$ cat config.mk
export PLATFORM = sky130hd
export DESIGN_NAME = fb_write_arbiter
export DESIGN_NICKNAME = d
export VERILOG_FILES = /design/src/rtl/fb_write_arbiter.sv
export SDC_FILE = /design/constraint.sdc
export NUM_CORES = 1
export LEC_CHECK = 0
export ABC_CLOCK_PERIOD_IN_PS = 3900
export BUFFER_PORTS_ARGS = -buffer_cell sky130_fd_sc_hd__buf_2
export CAP_MARGIN = 0
export CORE_MARGIN = 4
export CORE_UTILIZATION = 30
export CTS_CLUSTER_SIZE = 16
export DETAILED_ROUTE_END_ITERATION = 12
export GPL_ROUTABILITY_DRIVEN = 0
export GPL_TIMING_DRIVEN = 0
export SLEW_MARGIN = 10
export SYNTH_ARGS = -nofsm -noshare
export SYNTH_HDL_FRONTEND = slang
export SYNTH_SLANG_ARGS = --single-unit
$ cat constraint.sdc
create_clock -name clk -period 3.9 [get_ports clk]
set_clock_uncertainty 0.05 [all_clocks]
set_input_delay 0.195 -clock clk [delete_from_list [all_inputs] [get_ports clk]]
set_output_delay 0.195 -clock clk [all_outputs]
set_load 0.05 [all_outputs]
$ cat src/rtl/fb_write_arbiter.sv
// Framebuffer write-port arbiter: round-robin between requesters A and B, plus an
// optional full-framebuffer clear sequencer compiled in with `define FB_ARB_CLEAR_EN.
module fb_write_arbiter #(
  parameter int ADDR_W = 12,
  parameter int DATA_W = 4,
  parameter int DEPTH  = 4096
) (
  input  logic              clk,
  input  logic              rst,
  input  logic              a_valid,
  output logic              a_ready,
  input  logic [ADDR_W-1:0] a_addr,
  input  logic [DATA_W-1:0] a_data,
  input  logic              b_valid,
  output logic              b_ready,
  input  logic [ADDR_W-1:0] b_addr,
  input  logic [DATA_W-1:0] b_data,
  input  logic              clr_start,
  input  logic [DATA_W-1:0] clr_value,
  output logic              clr_busy,
  output logic              clr_done,
  input  logic              fb_stall,
  output logic              fb_we,
  output logic [ADDR_W-1:0] fb_waddr,
  output logic [DATA_W-1:0] fb_din
);

  localparam logic [ADDR_W-1:0] LAST_ADDR = ADDR_W'(DEPTH - 1);

  logic              fb_we_q, fb_we_d;
  logic [ADDR_W-1:0] fb_waddr_q, fb_waddr_d;
  logic [DATA_W-1:0] fb_din_q, fb_din_d;
  logic              last_b_q, last_b_d;
  logic              arb_en;
  logic              grant_a, grant_b;

`ifdef FB_ARB_CLEAR_EN
  typedef enum logic {ST_ARB, ST_CLEAR} state_t;
  state_t            state_q, state_d;
  logic [ADDR_W-1:0] cnt_q, cnt_d;
  logic [DATA_W-1:0] clr_val_q, clr_val_d;
  logic              clr_busy_q, clr_busy_d;
  logic              clr_done_q, clr_done_d;

  assign clr_busy = clr_busy_q;
  assign clr_done = clr_done_q;
  assign arb_en   = !rst && !fb_stall && (state_q == ST_ARB) && !clr_start;
`else
  logic unused_clr;
  assign unused_clr = ^{clr_start, clr_value, LAST_ADDR};
  assign clr_busy   = 1'b0;
  assign clr_done   = 1'b0;
  assign arb_en     = !rst && !fb_stall;
`endif

  // On a tie the requester that did not win most recently gets the port.
  assign grant_a = arb_en && a_valid && (!b_valid || last_b_q);
  assign grant_b = arb_en && b_valid && (!a_valid || !last_b_q);
  assign a_ready = grant_a;
  assign b_ready = grant_b;

  assign fb_we    = fb_we_q;
  assign fb_waddr = fb_waddr_q;
  assign fb_din   = fb_din_q;

  always_comb begin
    fb_we_d    = 1'b0;
    fb_waddr_d = fb_waddr_q;
    fb_din_d   = fb_din_q;
    last_b_d   = last_b_q;
    if (grant_a) begin
      fb_we_d    = 1'b1;
      fb_waddr_d = a_addr;
      fb_din_d   = a_data;
      last_b_d   = 1'b0;
    end else if (grant_b) begin
      fb_we_d    = 1'b1;
      fb_waddr_d = b_addr;
      fb_din_d   = b_data;
      last_b_d   = 1'b1;
    end
`ifdef FB_ARB_CLEAR_EN
    state_d    = state_q;
    cnt_d      = cnt_q;
    clr_val_d  = clr_val_q;
    clr_busy_d = clr_busy_q;
    clr_done_d = 1'b0;
    case (state_q)
      ST_ARB: begin
        if (clr_start) begin
          state_d    = ST_CLEAR;
          cnt_d      = '0;
          clr_val_d  = clr_value;
          clr_busy_d = 1'b1;
        end
      end
      ST_CLEAR: begin
        // A stalled cycle neither writes nor advances the sweep.
        if (!fb_stall) begin
          fb_we_d    = 1'b1;
          fb_waddr_d = cnt_q;
          fb_din_d   = clr_val_q;
          if (cnt_q == LAST_ADDR) begin
            state_d    = ST_ARB;
            cnt_d      = '0;
            clr_busy_d = 1'b0;
            clr_done_d = 1'b1;
          end else begin
            cnt_d = cnt_q + ADDR_W'(1);
          end
        end
      end
      default: state_d = ST_ARB;
    endcase
`endif
  end

  always_ff @(posedge clk) begin
    if (rst) begin
      fb_we_q    <= 1'b0;
      fb_waddr_q <= '0;
      fb_din_q   <= '0;
      last_b_q   <= 1'b1;
`ifdef FB_ARB_CLEAR_EN
      state_q    <= ST_ARB;
      cnt_q      <= '0;
      clr_busy_q <= 1'b0;
      clr_done_q <= 1'b0;
`endif
    end else begin
      fb_we_q    <= fb_we_d;
      fb_waddr_q <= fb_waddr_d;
      fb_din_q   <= fb_din_d;
      last_b_q   <= last_b_d;
`ifdef FB_ARB_CLEAR_EN
      state_q    <= state_d;
      cnt_q      <= cnt_d;
      clr_busy_q <= clr_busy_d;
      clr_done_q <= clr_done_d;
`endif
    end
  end

`ifdef FB_ARB_CLEAR_EN
  always_ff @(posedge clk) begin
    clr_val_q <= clr_val_d;
  end
`endif

endmodule

==> metrics.txt <==
Port Buf Inserts=54; worst-skew pair later-pin latency=0.29 ns; Antenna diodes=0; Synth Flop Type=dfxtp_1; critical path endpoint=a_ready; RR Endpoint=fb_waddr[6]; largest net degree at the start of global routing=11; leading area contributor after synthesis=dfxtp_1; Setup crit start kind=register; CTS sink cnt=18; Pwr Density=337 nW/um^2; Post-DRT Antenna Nets=0; HPWL after DPL=2360 um; Netlist cell types=23; status=completed; most instantiated cells after synthesis=dfxtp_1, a21oi_1, nand4_1; wirelength, routed=3160 um; number of synthesized flops with an enable pin=0; vias in the first global route=1072; Cell Chain, Critical Path=and2b_1 -> clkbuf_1 -> nor2_1 -> buf_2; Finish-stage setup viols=0; Slew Limit Fails=0; per-cell routed wire length=approximately 15 um; Crit Path Class=reg2out; Post-CTS Setup Bufs=0; Root Driver=clkbuf_4; min Tclk post-route=slightly below 2 ns; DRC errors left=0; maximum clock frequency=slightly above 500 MHz; warnings from Yosys=0; RSZ-0062 raised after global routing=no; initial DRC count=72; chip width=roughly 66 um; area share of the largest cell type after synthesis=35.5%; final total negative setup slack=0 ns; first-pass GRT wire length=4840 um; WHS Path Cells=3; Worst-path clk slew=0.11 ns; Synth Register Bits=18; R2R setup slack=2.24 ns; clock tree buffer depth=2; Synth Instances=113; cell with the most instances after synthesis=dfxtp_1; H-Tree Level Count=1; grt ovf=0; hold slack=between 0.1 and 0.15 ns; Worst Setup SP=last_b_q; VDD IR max=0.000111 V; Async SR Flop Fraction=0%; CTS hold repair buffers=0; mean area per synthesized cell=8.98 sq um; all-layer global routing usage=14.2%; Leak=between 0.5 and 0.6 nW; CTS tree=done; Setup crit end kind=output pin; Synth area leaders=dfxtp_1, a311oi_2, nand4_1, a21oi_1, o21ai_1; FF-to-FF Start=last_b_q; Required @ worst endpoint=3.65 ns; initial core utilization=32.2%; Hold Startpoint=b_data[2]; Post-CTS Resized=0; Buf/Inv on CP=2; Die H=66.2 um; Worst path max stage delay=0.40 ns; initial antenna violation count=0; cell row count=20; IO Count=63; CP Max Fanout=10; Syn-to-layout area delta=36.0%; Relative slew margins=53.4%; number of cells on the critical path=4; Crit path max-delay family=buffers and inverters; Nets=215; worst min-delay path category=in2reg; Least-Margin Pin Slew=roughly 0.70 ns; CP arrival=approximately 1.7 ns; Synth Cell Area=1010 sq um; Max Cap Violations=0; Worst path slowest cell=clkbuf_1; post-synthesis sequential area ratio=35.5%; ratio of cells with drive above 1 in the final layout=roughly 47%; DRT Pass-1 Iters=4; DIE AREA=4380 sq um; Avg Vias per Cell=5.27; final hold vios=0; Final Cycle Share=between 50% and 60%; core area=3150 sq um; Num CTS Buffers=3; r2r worst-path depth=4; Vias=1139
-- stage by stage --
step	std cells	cell area [sq um]	utilization [%]	total power, mW	setup WS, ns
6_report	216	1380	43.8	0.464	1.92
5_1_grt	216	1380	43.8	0.489	1.81
4_1_cts	216	1380	43.8	0.470	1.92
3_5_place_dp	212	1340	42.6	0.353	2.13
3_3_place_gp	212	1340	42.6	0.352	2.10
2_1_floorplan	114	1020	-	0.310	1.98
-- registers in the layout, indices dropped and copies added (netlist names) --
register,count
fb_we,1
last_b_q,1
fb_din,4
fb_waddr,12
-- how the worst min path moves through the flow --
stage	endpoint	slack, ns
CTS	fb_din[2]	0.12
finish	fb_din[2]	0.13
detailed placement	fb_din[2]	0.44
floorplan	last_b_q	0.28
global placement	last_b_q	0.43
global route	fb_waddr[7]	0.12
-- tightest hold or removal path: stages --
cell and delay [ns]:
buf_2 0.09, o21ai_1 0.06, a311oi_1 0.08
-- layer usage --
metal  track usage, %  vias up  share of wire, %
met4             3.81        0              0.44
li1                 -      559                 -
met3             4.42        2                11
met5                0        -                 0
met1             19.2      517                45
met2             21.7       61                44
-- report_power, final --
part	leakage (nW)	total (mW)	switching (mW)	internal, mW
sequential	0.148	0.202	0.00637	0.196
combinational	0.413	0.147	0.0980	0.0487
clock	0.0210	0.115	0.0587	0.0568
total	0.582	0.464	0.163	0.301
-- cell families after synthesis --
family                 Yosys count  share of synthesized area, %
AOI/OAI and AO/OA               49                          36.1
other                            1                         0.370
DFF                             18                          35.5
and+or+nand+nor                 27                          16.5
buffers and inverters           18                          11.5
-- cell type report --
cell class,count,area [sq um]
flip-flops and latches,18,360
plain buffers,18,116
well taps,44,55.1
clock buffers,4,36.3
multi-input cells,78,542
fillers,334,1770
repair buffers,54,270
-- cell usage in the layout (no fill, tap or decap), drive strengths merged, types with 2 or more instances in the layout --
master	instances
a21oi	16
a311oi	16
buf	66
clkbuf	10
conb	2
dfxtp	18
nand2b	2
nand4	16
nor2	3
o21ai	16
(Power assumes the default switching activity.)
